<file path="config.mk">
export PLATFORM = sky130hd
export DESIGN_NAME = kronos_id_decode
export DESIGN_NICKNAME = d
export VERILOG_FILES = /design/src/rtl/kronos_id_decode.sv
export SDC_FILE = /design/constraint.sdc
export NUM_CORES = 1
export LEC_CHECK = 0
export BUFFER_PORTS_ARGS = -buffer_cell sky130_fd_sc_hd__buf_2
export CORE_UTILIZATION = 57
export CTS_BUF_LIST = sky130_fd_sc_hd__clkbuf_2
export DETAILED_ROUTE_END_ITERATION = 10
export GPL_TIMING_DRIVEN = 0
export PLACE_DENSITY = 0.88
export SYNTH_ARGS = -nofsm -noshare
export SYNTH_HDL_FRONTEND = slang
export SYNTH_SLANG_ARGS = --single-unit
</file>
<file path="constraint.sdc">
create_clock -name clk -period 6 [get_ports clk]
set_input_delay 0.6 -clock clk [delete_from_list [all_inputs] [get_ports clk]]
set_output_delay 0.6 -clock clk [all_outputs]
set_load 0.1 [all_outputs]
</file>
<file path="src/rtl/kronos_id_decode.sv">
// RV32I decode stage: register-file read, immediate generation and ALU operand select,
// with a pending-write scoreboard that stalls read-after-write hazards (no forwarding).
module kronos_id_decode #(
  parameter bit CATCH_ILLEGAL = 1'b1
) (
  input  logic        clk,
  input  logic        rstz,
  input  logic [31:0] in_pc,
  input  logic [31:0] in_ir,
  input  logic        in_vld,
  output logic        in_rdy,
  input  logic        flush,
  output logic [4:0]  rs1_addr,
  output logic [4:0]  rs2_addr,
  input  logic [31:0] rs1_data,
  input  logic [31:0] rs2_data,
  input  logic [4:0]  wb_rd,
  input  logic        wb_we,
  output logic [31:0] out_pc,
  output logic [31:0] out_op1,
  output logic [31:0] out_op2,
  output logic [31:0] out_imm,
  output logic [31:0] out_sdata,
  output logic [4:0]  out_rd,
  output logic        out_we,
  output logic [3:0]  out_aluop,
  output logic        out_ld,
  output logic        out_st,
  output logic        out_br,
  output logic        out_jal,
  output logic        out_jalr,
  output logic        out_illegal,
  output logic        out_vld,
  input  logic        out_rdy
);

  localparam logic [6:0] OpLui    = 7'b0110111;
  localparam logic [6:0] OpAuipc  = 7'b0010111;
  localparam logic [6:0] OpJal    = 7'b1101111;
  localparam logic [6:0] OpJalr   = 7'b1100111;
  localparam logic [6:0] OpBranch = 7'b1100011;
  localparam logic [6:0] OpLoad   = 7'b0000011;
  localparam logic [6:0] OpStore  = 7'b0100011;
  localparam logic [6:0] OpImm    = 7'b0010011;
  localparam logic [6:0] OpOp     = 7'b0110011;
  localparam logic [6:0] OpMisc   = 7'b0001111;
  localparam logic [6:0] OpSystem = 7'b1110011;

  logic [6:0]  opcode;
  logic [2:0]  funct3;
  logic [6:0]  funct7;
  logic [4:0]  rd;
  logic [31:0] imm_i, imm_s, imm_b, imm_u, imm_j;

  assign opcode   = in_ir[6:0];
  assign funct3   = in_ir[14:12];
  assign funct7   = in_ir[31:25];
  assign rd       = in_ir[11:7];
  assign rs1_addr = in_ir[19:15];
  assign rs2_addr = in_ir[24:20];

  assign imm_i = {{20{in_ir[31]}}, in_ir[31:20]};
  assign imm_s = {{20{in_ir[31]}}, in_ir[31:25], in_ir[11:7]};
  assign imm_b = {{19{in_ir[31]}}, in_ir[31], in_ir[7], in_ir[30:25], in_ir[11:8], 1'b0};
  assign imm_u = {in_ir[31:12], 12'b0};
  assign imm_j = {{11{in_ir[31]}}, in_ir[31], in_ir[19:12], in_ir[20], in_ir[30:21], 1'b0};

  logic [31:0] d_op1, d_op2, d_imm, d_sdata;
  logic [3:0]  d_aluop;
  logic        d_we, d_ld, d_st, d_br, d_jal, d_jalr, d_ill;
  logic        use_rs1, use_rs2, is_illegal;

  always_comb begin
    d_op1      = '0;
    d_op2      = '0;
    d_imm      = '0;
    d_sdata    = '0;
    d_aluop    = '0;
    d_we       = 1'b0;
    d_ld       = 1'b0;
    d_st       = 1'b0;
    d_br       = 1'b0;
    d_jal      = 1'b0;
    d_jalr     = 1'b0;
    use_rs1    = 1'b0;
    use_rs2    = 1'b0;
    is_illegal = (in_ir[1:0] != 2'b11);
    case (opcode)
      OpLui: begin
        d_op2 = imm_u;
        d_we  = 1'b1;
      end
      OpAuipc: begin
        d_op1 = in_pc;
        d_op2 = imm_u;
        d_we  = 1'b1;
      end
      OpJal: begin
        d_op1 = in_pc;
        d_op2 = 32'd4;
        d_imm = imm_j;
        d_we  = 1'b1;
        d_jal = 1'b1;
      end
      OpJalr: begin
        d_op1   = in_pc;
        d_op2   = 32'd4;
        d_imm   = imm_i;
        d_we    = 1'b1;
        d_jalr  = 1'b1;
        use_rs1 = 1'b1;
      end
      OpBranch: begin
        d_op1   = rs1_data;
        d_op2   = rs2_data;
        d_imm   = imm_b;
        d_br    = 1'b1;
        use_rs1 = 1'b1;
        use_rs2 = 1'b1;
      end
      OpLoad: begin
        d_op1   = rs1_data;
        d_op2   = imm_i;
        d_imm   = imm_i;
        d_ld    = 1'b1;
        d_we    = 1'b1;
        use_rs1 = 1'b1;
      end
      OpStore: begin
        d_op1   = rs1_data;
        d_op2   = imm_s;
        d_imm   = imm_s;
        d_sdata = rs2_data;
        d_st    = 1'b1;
        use_rs1 = 1'b1;
        use_rs2 = 1'b1;
      end
      OpImm: begin
        d_op1   = rs1_data;
        d_op2   = imm_i;
        d_we    = 1'b1;
        use_rs1 = 1'b1;
        d_aluop = {(funct3 == 3'b101) && in_ir[30], funct3};
        // Shift-immediates reuse funct7 as an encoding field
        if (funct3 == 3'b001 && funct7 != 7'h00) is_illegal = 1'b1;
        if (funct3 == 3'b101 && funct7 != 7'h00 && funct7 != 7'h20) is_illegal = 1'b1;
      end
      OpOp: begin
        d_op1   = rs1_data;
        d_op2   = rs2_data;
        d_we    = 1'b1;
        use_rs1 = 1'b1;
        use_rs2 = 1'b1;
        d_aluop = {in_ir[30], funct3};
        if (funct7 != 7'h00 && funct7 != 7'h20) is_illegal = 1'b1;
      end
      OpMisc, OpSystem: ;
      default: is_illegal = 1'b1;
    endcase
    if (is_illegal) begin
      d_op1   = '0;
      d_op2   = '0;
      d_imm   = '0;
      d_sdata = '0;
      d_aluop = '0;
      d_we    = 1'b0;
      d_ld    = 1'b0;
      d_st    = 1'b0;
      d_br    = 1'b0;
      d_jal   = 1'b0;
      d_jalr  = 1'b0;
    end
    if (rd == 5'd0) d_we = 1'b0;
    d_ill = is_illegal && CATCH_ILLEGAL;
  end

  // Hazard detection: a same-cycle writeback hides the scoreboard bit, and the packet
  // sitting in the output register counts as pending until it reaches the scoreboard.
  logic [31:0] sb_q, sb_d, pend;
  logic        haz, adv, accept;

  always_comb begin
    for (int i = 0; i < 32; i++) begin
      pend[i] = (sb_q[i] && !(wb_we && wb_rd == i[4:0])) ||
                (out_vld && out_we && out_rd == i[4:0]);
    end
  end

  assign haz = (use_rs1 && !is_illegal && rs1_addr != 5'd0 && pend[rs1_addr]) ||
               (use_rs2 && !is_illegal && rs2_addr != 5'd0 && pend[rs2_addr]);

  assign adv    = ~out_vld | out_rdy;
  assign in_rdy = adv & ~haz & ~flush;
  assign accept = in_vld & in_rdy;

  always_comb begin
    sb_d = sb_q;
    if (wb_we) sb_d[wb_rd] = 1'b0;
    if (out_vld && out_rdy && out_we && out_rd != 5'd0) sb_d[out_rd] = 1'b1;
    sb_d[0] = 1'b0;
  end

  always_ff @(posedge clk or negedge rstz) begin
    if (!rstz) sb_q <= '0;
    else       sb_q <= sb_d;
  end

  always_ff @(posedge clk or negedge rstz) begin
    if (!rstz) begin
      out_vld     <= 1'b0;
      out_pc      <= '0;
      out_op1     <= '0;
      out_op2     <= '0;
      out_imm     <= '0;
      out_sdata   <= '0;
      out_rd      <= '0;
      out_we      <= 1'b0;
      out_aluop   <= '0;
      out_ld      <= 1'b0;
      out_st      <= 1'b0;
      out_br      <= 1'b0;
      out_jal     <= 1'b0;
      out_jalr    <= 1'b0;
      out_illegal <= 1'b0;
    end else if (flush) begin
      out_vld <= 1'b0;
    end else if (accept) begin
      out_vld     <= 1'b1;
      out_pc      <= in_pc;
      out_op1     <= d_op1;
      out_op2     <= d_op2;
      out_imm     <= d_imm;
      out_sdata   <= d_sdata;
      out_rd      <= rd;
      out_we      <= d_we;
      out_aluop   <= d_aluop;
      out_ld      <= d_ld;
      out_st      <= d_st;
      out_br      <= d_br;
      out_jal     <= d_jal;
      out_jalr    <= d_jalr;
      out_illegal <= d_ill;
    end else if (out_rdy) begin
      out_vld <= 1'b0;
    end
  end

endmodule
</file>
==> results by group, run 1 <==
Status
  • Status: completed

Clock tree
  • Sink Count: 197
  • Htree depth: 4
  • Reg clk slew, reported paths: 0.27 ns
  • Worst-Skew Late Latency: 0.82 ns
  • CTS tree: built
  • Max Buffers Root-to-Sink: 2
  • CTS Root Cell: clkbuf_2
  • CTS Buf Count: 17

Cells and area
  • Final instance area: 0.0131 mm^2
  • Non-filler cells, final: 1653
  • Area grow syn2layout: 26.1%
  • Nets: 1547
  • Layout cell share with drive strength beyond 1: 0.302

STA
  • F_max: 212 MHz
  • Final Skew: 0.0773 ns
  • Final WS setup: 1.28 ns
  • Worst-Margin Slew: 0.811 ns
  • Setup TNS: 0 ns
  • Slew headroom: 0.458
  • Final worst path period need: 4.72 ns
  • Hold Worst Slack: 0.0421 ns
  • Fin crit share: 0.786
  • Max Slew Vio Count: 0
  • Setup violators final: 0
  • RSZ-0062 raised after global routing: no
  • Final Hold Vio Count: 0

Pwr
  • Power share of the sequential group: 0.467
  • Switching power: 1.25 mW
  • Internal power: 1.82 mW
  • Sw Share: 0.408
  • Max VDD drop: 0.233 mV
  • Lkg Pwr: 6.60 nW
  • PwrDens: 234 mW/mm^2
  • Clock share of power: 0.233
  • Combinational share of power: 0.299

Synthesis
  • Top cells by area, synth: dfrtp_1 47%, mux2_1 9.5%, mux2i_1 4.9%, nand2_1 3.6%, o21ai_0 3.3%
  • Largest area contributor in the netlist: dfrtp_1
  • Top_reg_cell synth: dfrtp_1
  • Synth warn: 0
  • Synth unique cells: 70
  • Post-Synthesis Net Count: 1155
  • Async set-reset flop share out of synthesis: 1.00
  • Most frequent cell after synthesis: dfrtp_1
  • Netlist Area Pre-Place: 0.0104 mm^2
  • Post-synthesis sequential area ratio: 0.474
  • Synth top area share: 0.474
  • EDFF count, synth: 0
  • Synth Register Bits: 197
  • Synthesized area per cell: 10.2 um^2
  • Post-Syn Instances: 1016
  • Commonest cells in the synthesized netlist: 197 x dfrtp_1, 100 x nand2_1, 88 x mux2_1, 76 x nor2_1, 68 x o21ai_0

GRT
  • Initial antenna violation count: 2
  • GRT Residual Overflow: 0
  • Vias in the first global route: 9921
  • First-pass GRT wire length: 54.4 mm
  • Total GRT Usage: 0.387
  • Largest net degree at the start of global routing: 106

Worst setup path
  • FF-to-FF Start: out_vld
  • R2r endpoint: out_op1[25]
  • Critical path arrival: 4.12 ns
  • R2r worst-path depth: 12
  • Worst-path fanout max: 10
  • Setup crit end kind: output pin
  • CP required: 5.40 ns
  • CP Launch Type: flop
  • CP Class: reg -> out
  • R2R setup slack: 2.10 ns

Floorplanning
  • Core footprint: 0.0179 mm^2
  • IO Pins: 327
  • Site Rows: 49
  • Initial Util: 0.580
  • Die W: 137 um
  • Die ar.: 0.0188 mm^2
  • Die Ht: 137 um

Placed design
  • Hpwl dp: 25.5 mm
  • Routability cong.: 1.02
  • Placed inst area: 0.0123 mm^2
  • Port bufs: 321
  • Worst slack, placed: 1.89 ns
  • Placed insts: 1567

Min path
  • Worst Hold Depth: 3
  • Worst Hold End: out_sdata[19]
  • Worst Hold Class: in -> reg
  • Hold Path Origin: rs2_data[19]

Drt
  • Vias: 10232
  • Drt pass-1 iters: 8
  • DRT antenna net count: 0
  • Via density: 6.19
  • Per-cell routed wire length: 22.0 um
  • Routed wire length: 36.3 mm
  • DRT iter0 DRCs: 940
  • Detailed-route DRC error count: 0

Run
  • Max-Cap Viols: 0
==> cells in the final DEF, fill, tap and decap left out, types with 6 or more instances in the layout <==
master,n
nor3b_1,7
clkbuf_1,50
nand3b_1,7
nor2_1,76
mux2i_1,51
dfrtp_1,197
inv_1,59
a221oi_1,21
buf_8,10
nand4_1,8
clkbuf_2,20
o21ai_0,68
nand3_1,22
nor3_1,8
nand2b_1,8
mux2_2,27
mux2_1,88
nand2_1,100
a21oi_1,37
buf_4,23
a31oi_1,9
dlygate4sd3_1,51
nand4b_1,6
a22oi_1,39
o211ai_1,6
buf_2,322
==> worst max-delay path by stage <==
stage              start         end  cells after the start
2_1_floorplan    out_vld      in_rdy                      9
3_3_place_gp        rstz  out_pc[27]                      1
3_5_place_dp   in_ir[27]      in_rdy                     10
4_1_cts          out_vld      in_rdy                     10
5_1_grt          out_vld      in_rdy                     10
6_report         out_vld      in_rdy                     10
==> per-layer routing <==
layer,vias up,global-route usage,part of all wire
met1,4850,0.487,0.37
met3,181,0.103,0.10
met5,-,0,0
met2,791,0.595,0.46
met4,0,0.237,0.061
li1,4410,-,-
==> final cells by class <==
class                   count  area (um^2)
plain buffers              92          589
multi-input cells         668         4650
clock buffers              20          100
flip-flops and latches    197         4930
repair buffers            373         2150
inverters                  59          221
fillers                  1222         4800
clock inverters            12          168
diodes                      3         7.51
well taps                 229          287
==> metrics by stage <==
| step | utilization | total power [mW] |
|---|---|---|
| 2_1_floorplan | - | 2.09 |
| 3_3_place_gp | 0.686 | 2.31 |
| 3_5_place_dp | 0.688 | 2.33 |
| 4_1_cts | 0.728 | 3.04 |
| 5_1_grt | 0.732 | 3.16 |
| 6_report | 0.732 | 3.07 |
==> flip-flops by register name (all words and copies together), names as in the netlist <==
signal / cells
out_vld: 1
out_ld: 1
out_imm: 21
out_we: 1
out_br: 1
out_op1: 32
out_rd: 5
out_aluop: 4
out_illegal: 1
out_jalr: 1
out_jal: 1
out_op2: 32
sb_q: 31
out_sdata: 32
out_st: 1
out_pc: 32
==> power by group through the flow <==
stage	sequential [mW]	clock (mW)	combinational, mW
finish	1.43	0.716	0.919
global route	1.44	0.771	0.954
CTS	1.43	0.711	0.901
detailed placement	1.45	0	0.876
global placement	1.45	0	0.865
floorplan	1.84	0	0.253
==> critical path, cell delays in order, from the launching register on <==
cell	delay, ns
dfrtp_1	0.43
clkbuf_1	0.46
and4_1	0.27
clkbuf_1	0.42
a21oi_1	0.13
a221oi_1	0.34
a311oi_1	0.10
a2111oi_2	0.45
nand4_1	0.22
and3_1	0.23
buf_2	0.29
==> cells by family after synthesis <==
logic type / Yosys count / share of synthesized area
AND/OR/NAND/NOR: 282 / 0.132
AO/OA/AOI/OAI: 219 / 0.139
flip-flops: 197 / 0.474
multiplexers: 167 / 0.176
buffers and inverters: 151 / 0.0780
==> what timing repair did <==
item | 4_1_cts | 5_1_grt
endpoints found under the hold margin | 148 | 6
gates resized for setup | 0 | 0
setup buffers | 0 | 0
hold buffers | 45 | 6
Power figures use the tool's default switching activity.
==> run 2: changes to the inputs <==
--- a/config.mk
+++ b/config.mk
@@ -6,11 +6,11 @@
 export NUM_CORES = 1
 export LEC_CHECK = 0
 export BUFFER_PORTS_ARGS = -buffer_cell sky130_fd_sc_hd__buf_2
-export CORE_UTILIZATION = 57
+export CORE_UTILIZATION = 53
 export CTS_BUF_LIST = sky130_fd_sc_hd__clkbuf_2
 export DETAILED_ROUTE_END_ITERATION = 10
 export GPL_TIMING_DRIVEN = 0
-export PLACE_DENSITY = 0.88
+export PLACE_DENSITY = 0.82
 export SYNTH_ARGS = -nofsm -noshare
 export SYNTH_HDL_FRONTEND = slang
 export SYNTH_SLANG_ARGS = --single-unit
==> constraint.sdc (replaced) <==
create_clock -name clk -period 4.8 [get_ports clk]
set_input_delay 0.48 -clock clk [delete_from_list [all_inputs] [get_ports clk]]
set_output_delay 0.48 -clock clk [all_outputs]
set_load 0.1 [all_outputs]
==> results by group, run 2 (same netlist as run 1, synthesis figures left out) <==
STA
  • Worst-Margin Slew: 0.745 ns (-0.0660 ns)
  • Final Skew: 0.0975 ns (+0.0202 ns)
  • Fin crit share: 0.972
  • Slew headroom: 0.502 (+0.0441)
  • Max Slew Vio Count: 0 (unchanged)
  • RSZ-0062 raised after global routing: no
  • Setup violators final: 0 (unchanged)
  • Final Hold Vio Count: 1 (+1)
  • Hold Worst Slack: -0.0122 ns (-0.0543 ns)
  • Final worst path period need: 4.67 ns
  • Final WS setup: 0.133 ns (-1.15 ns)
  • F_max: 214 MHz

Placed design
  • Hpwl dp: 26.0 mm (+2.0%)
  • Placed insts: 1598 (+2.0%)
  • Placed inst area: 0.0124 mm^2 (+0.31%)
  • Port bufs: 321 (unchanged)
  • Worst slack, placed: 0.738 ns (-1.15 ns)
  • Routability cong.: 1.02 (+0.18%)

GRT
  • Total GRT Usage: 0.385 (-0.00224)
  • GRT Residual Overflow: 0 (unchanged)
  • First-pass GRT wire length: 58.5 mm (+7.4%)
  • Largest net degree at the start of global routing: 112 (+5.7%)
  • Initial antenna violation count: 2 (unchanged)
  • Vias in the first global route: 10468 (+5.5%)

Clock tree
  • CTS tree: built
  • Max Buffers Root-to-Sink: 2 (unchanged)
  • CTS Root Cell: clkbuf_2
  • # Post-CTS Setup Buffers: 0 (unchanged)
  • Sink Count: 197 (unchanged)
  • CTS Buf Count: 17 (unchanged)
  • Htree depth: 4 (unchanged)
  • Reg clk slew, reported paths: 0.33 ns (+0.06 ns)
  • Worst-Skew Late Latency: 0.91 ns (+0.09 ns)

Worst setup path
  • FF-to-FF Start: out_vld
  • R2R setup slack: 0.95 ns (-1.15 ns)
  • R2r endpoint: out_op1[0]
  • CP required: 4.32 ns (-1.08 ns)
  • R2r worst-path depth: 12 (unchanged)
  • CP Class: in -> out
  • Setup crit end kind: output pin
  • Worst-path fanout max: 6 (-4)
  • CP Launch Type: input pin
  • Critical path arrival: 4.19 ns (+0.07 ns)

Floorplanning
  • Die W: 142 um (+3.7%)
  • Initial Util: 0.548 (-0.0323)
  • Die Ht: 142 um (+3.7%)
  • Core footprint: 0.0190 mm^2 (+5.9%)
  • Site Rows: 50 (+2.0%)
  • IO Pins: 327 (unchanged)
  • Die ar.: 0.0202 mm^2 (+7.4%)

Cells and area
  • Area grow syn2layout: 32.1%
  • # fillers: 1308 (+7.0%)
  • Commonest non-fill, non-tap cell in the layout: buf_2
  • Nets: 1605 (+3.7%)
  • Final instance area: 0.0137 mm^2 (+4.7%)
  • Non-filler cells, final: 1741 (+5.3%)
  • Most frequent cells in the layout: 322 x buf_2, 197 x dfrtp_1, 110 x dlygate4sd3_1, 100 x nand2_1, 88 x mux2_1
  • Layout cell share with drive strength beyond 1: 0.290 (-0.0118)

Min path
  • Worst Hold Class: in -> reg
  • Hold Path Origin: rs1_data[2]
  • Worst Hold End: out_op1[2]
  • Worst Hold Depth: 4 (+1)

Pwr
  • Max VDD drop: 0.293 mV (+26%)
  • Lkg Pwr: 6.84 nW (+3.7%)
  • PwrDens: 282 mW/mm^2 (+21%)
  • Final total power: 3.88 mW (+26%)

Status
  • Failing checks: negative hold slack
  • Status: complete, but fails checks

Drt
  • Drt pass-1 iters: 5 (-3)
  • Per-cell routed wire length: 22.1 um (+0.60%)
  • DRT iter0 DRCs: 1038 (+10%)
  • Routed wire length: 38.5 mm (+6.0%)
  • Via density: 5.99 (-3.2%)
  • Vias: 10427 (+1.9%)
  • DRT antenna net count: 0 (unchanged)
  • Detailed-route DRC error count: 0 (unchanged)

Run
  • Max-Cap Viols: 0 (unchanged)
[run 2: changes by cell type in the layout (fill, tap and decap cells not counted), moves of 2 or more]
cell | previous run | this run
inv_6 | 1 | 4
clkbuf_1 | 50 | 48
dlygate4sd3_1 | 51 | 110
clkbuf_2 | 20 | 17
clkinv_8 | 2 | 4
inv_12 | 0 | 2
bufinv_16 | 2 | 0
clkinvlp_4 | 2 | 0
[run 2: what timing repair did]
action | 4_1_cts | 5_1_grt
hold endpoints to repair | 208 | 2
setup endpoints to repair | 0 | 1
hold buffers | 108 | 2
gates resized for setup | 0 | 2
[run 2: worst max path at each step]
| stage | end | from | slack (ns) |
|---|---|---|---|
| 6_report | in_rdy | in_ir[27] | 0.13 |
| 5_1_grt | in_rdy | out_vld | 0.01 |
| 4_1_cts | in_rdy | out_vld | 0.18 |
| 3_5_place_dp | out_op1[27] | in_ir[27] | 0.74 |
| 3_3_place_gp | out_sdata[29] | rstz | -0.07 |
| 2_1_floorplan | in_rdy | out_vld | 1.18 |
[run 2: metrics by stage]
stage,utilization,TNS (ns),hold slack [ns]
floorplan,-,0,0.184
global placement,0.650,-10.77,0.468
detailed placement,0.652,0,0.475
CTS,0.723,0,0.00137
global route,0.724,0,0.00208
finish,0.724,0,-0.0122
[run 2: metal layers]
| layer | GRT usage | vias to the layer above | wire, um |
|---|---|---|---|
| li1 | - | 4521 | - |
| met1 | 0.471 | 5034 | 14600 |
| met2 | 0.623 | 730 | 18000 |
| met3 | 0.0996 | 142 | 3860 |
| met4 | 0.209 | 0 | 2040 |
| met5 | 0 | - | 0 |
[run 2: layout make-up]
type                    count  area [um^2]  share of cell area
well taps                 260          325              0.0237
plain buffers              91          586              0.0427
clock buffers              17         85.1             0.00620
multi-input cells         668         4650               0.339
diodes                      2         5.00            0.000365
flip-flops and latches    197         4930               0.359
clock inverters            15          176              0.0129
repair buffers            432         2750               0.200
inverters                  59          221              0.0161
[run 2: report_power, final]
group,internal (mW),total (mW),switching (mW)
Sequential,1.74,1.79,0.0545
Clock,0.186,0.884,0.698
Combinational,0.295,1.20,0.903
[run 2: critical path: stages]
cell	delay [ns]
dlygate4sd3_1	0.54
buf_2	0.16
or4_1	0.57
a2111oi_1	0.46
o32ai_1	0.18
or3_1	0.36
clkbuf_1	0.22
a2111oi_2	0.41
nand4_1	0.27
and3_1	0.26
buf_2	0.28
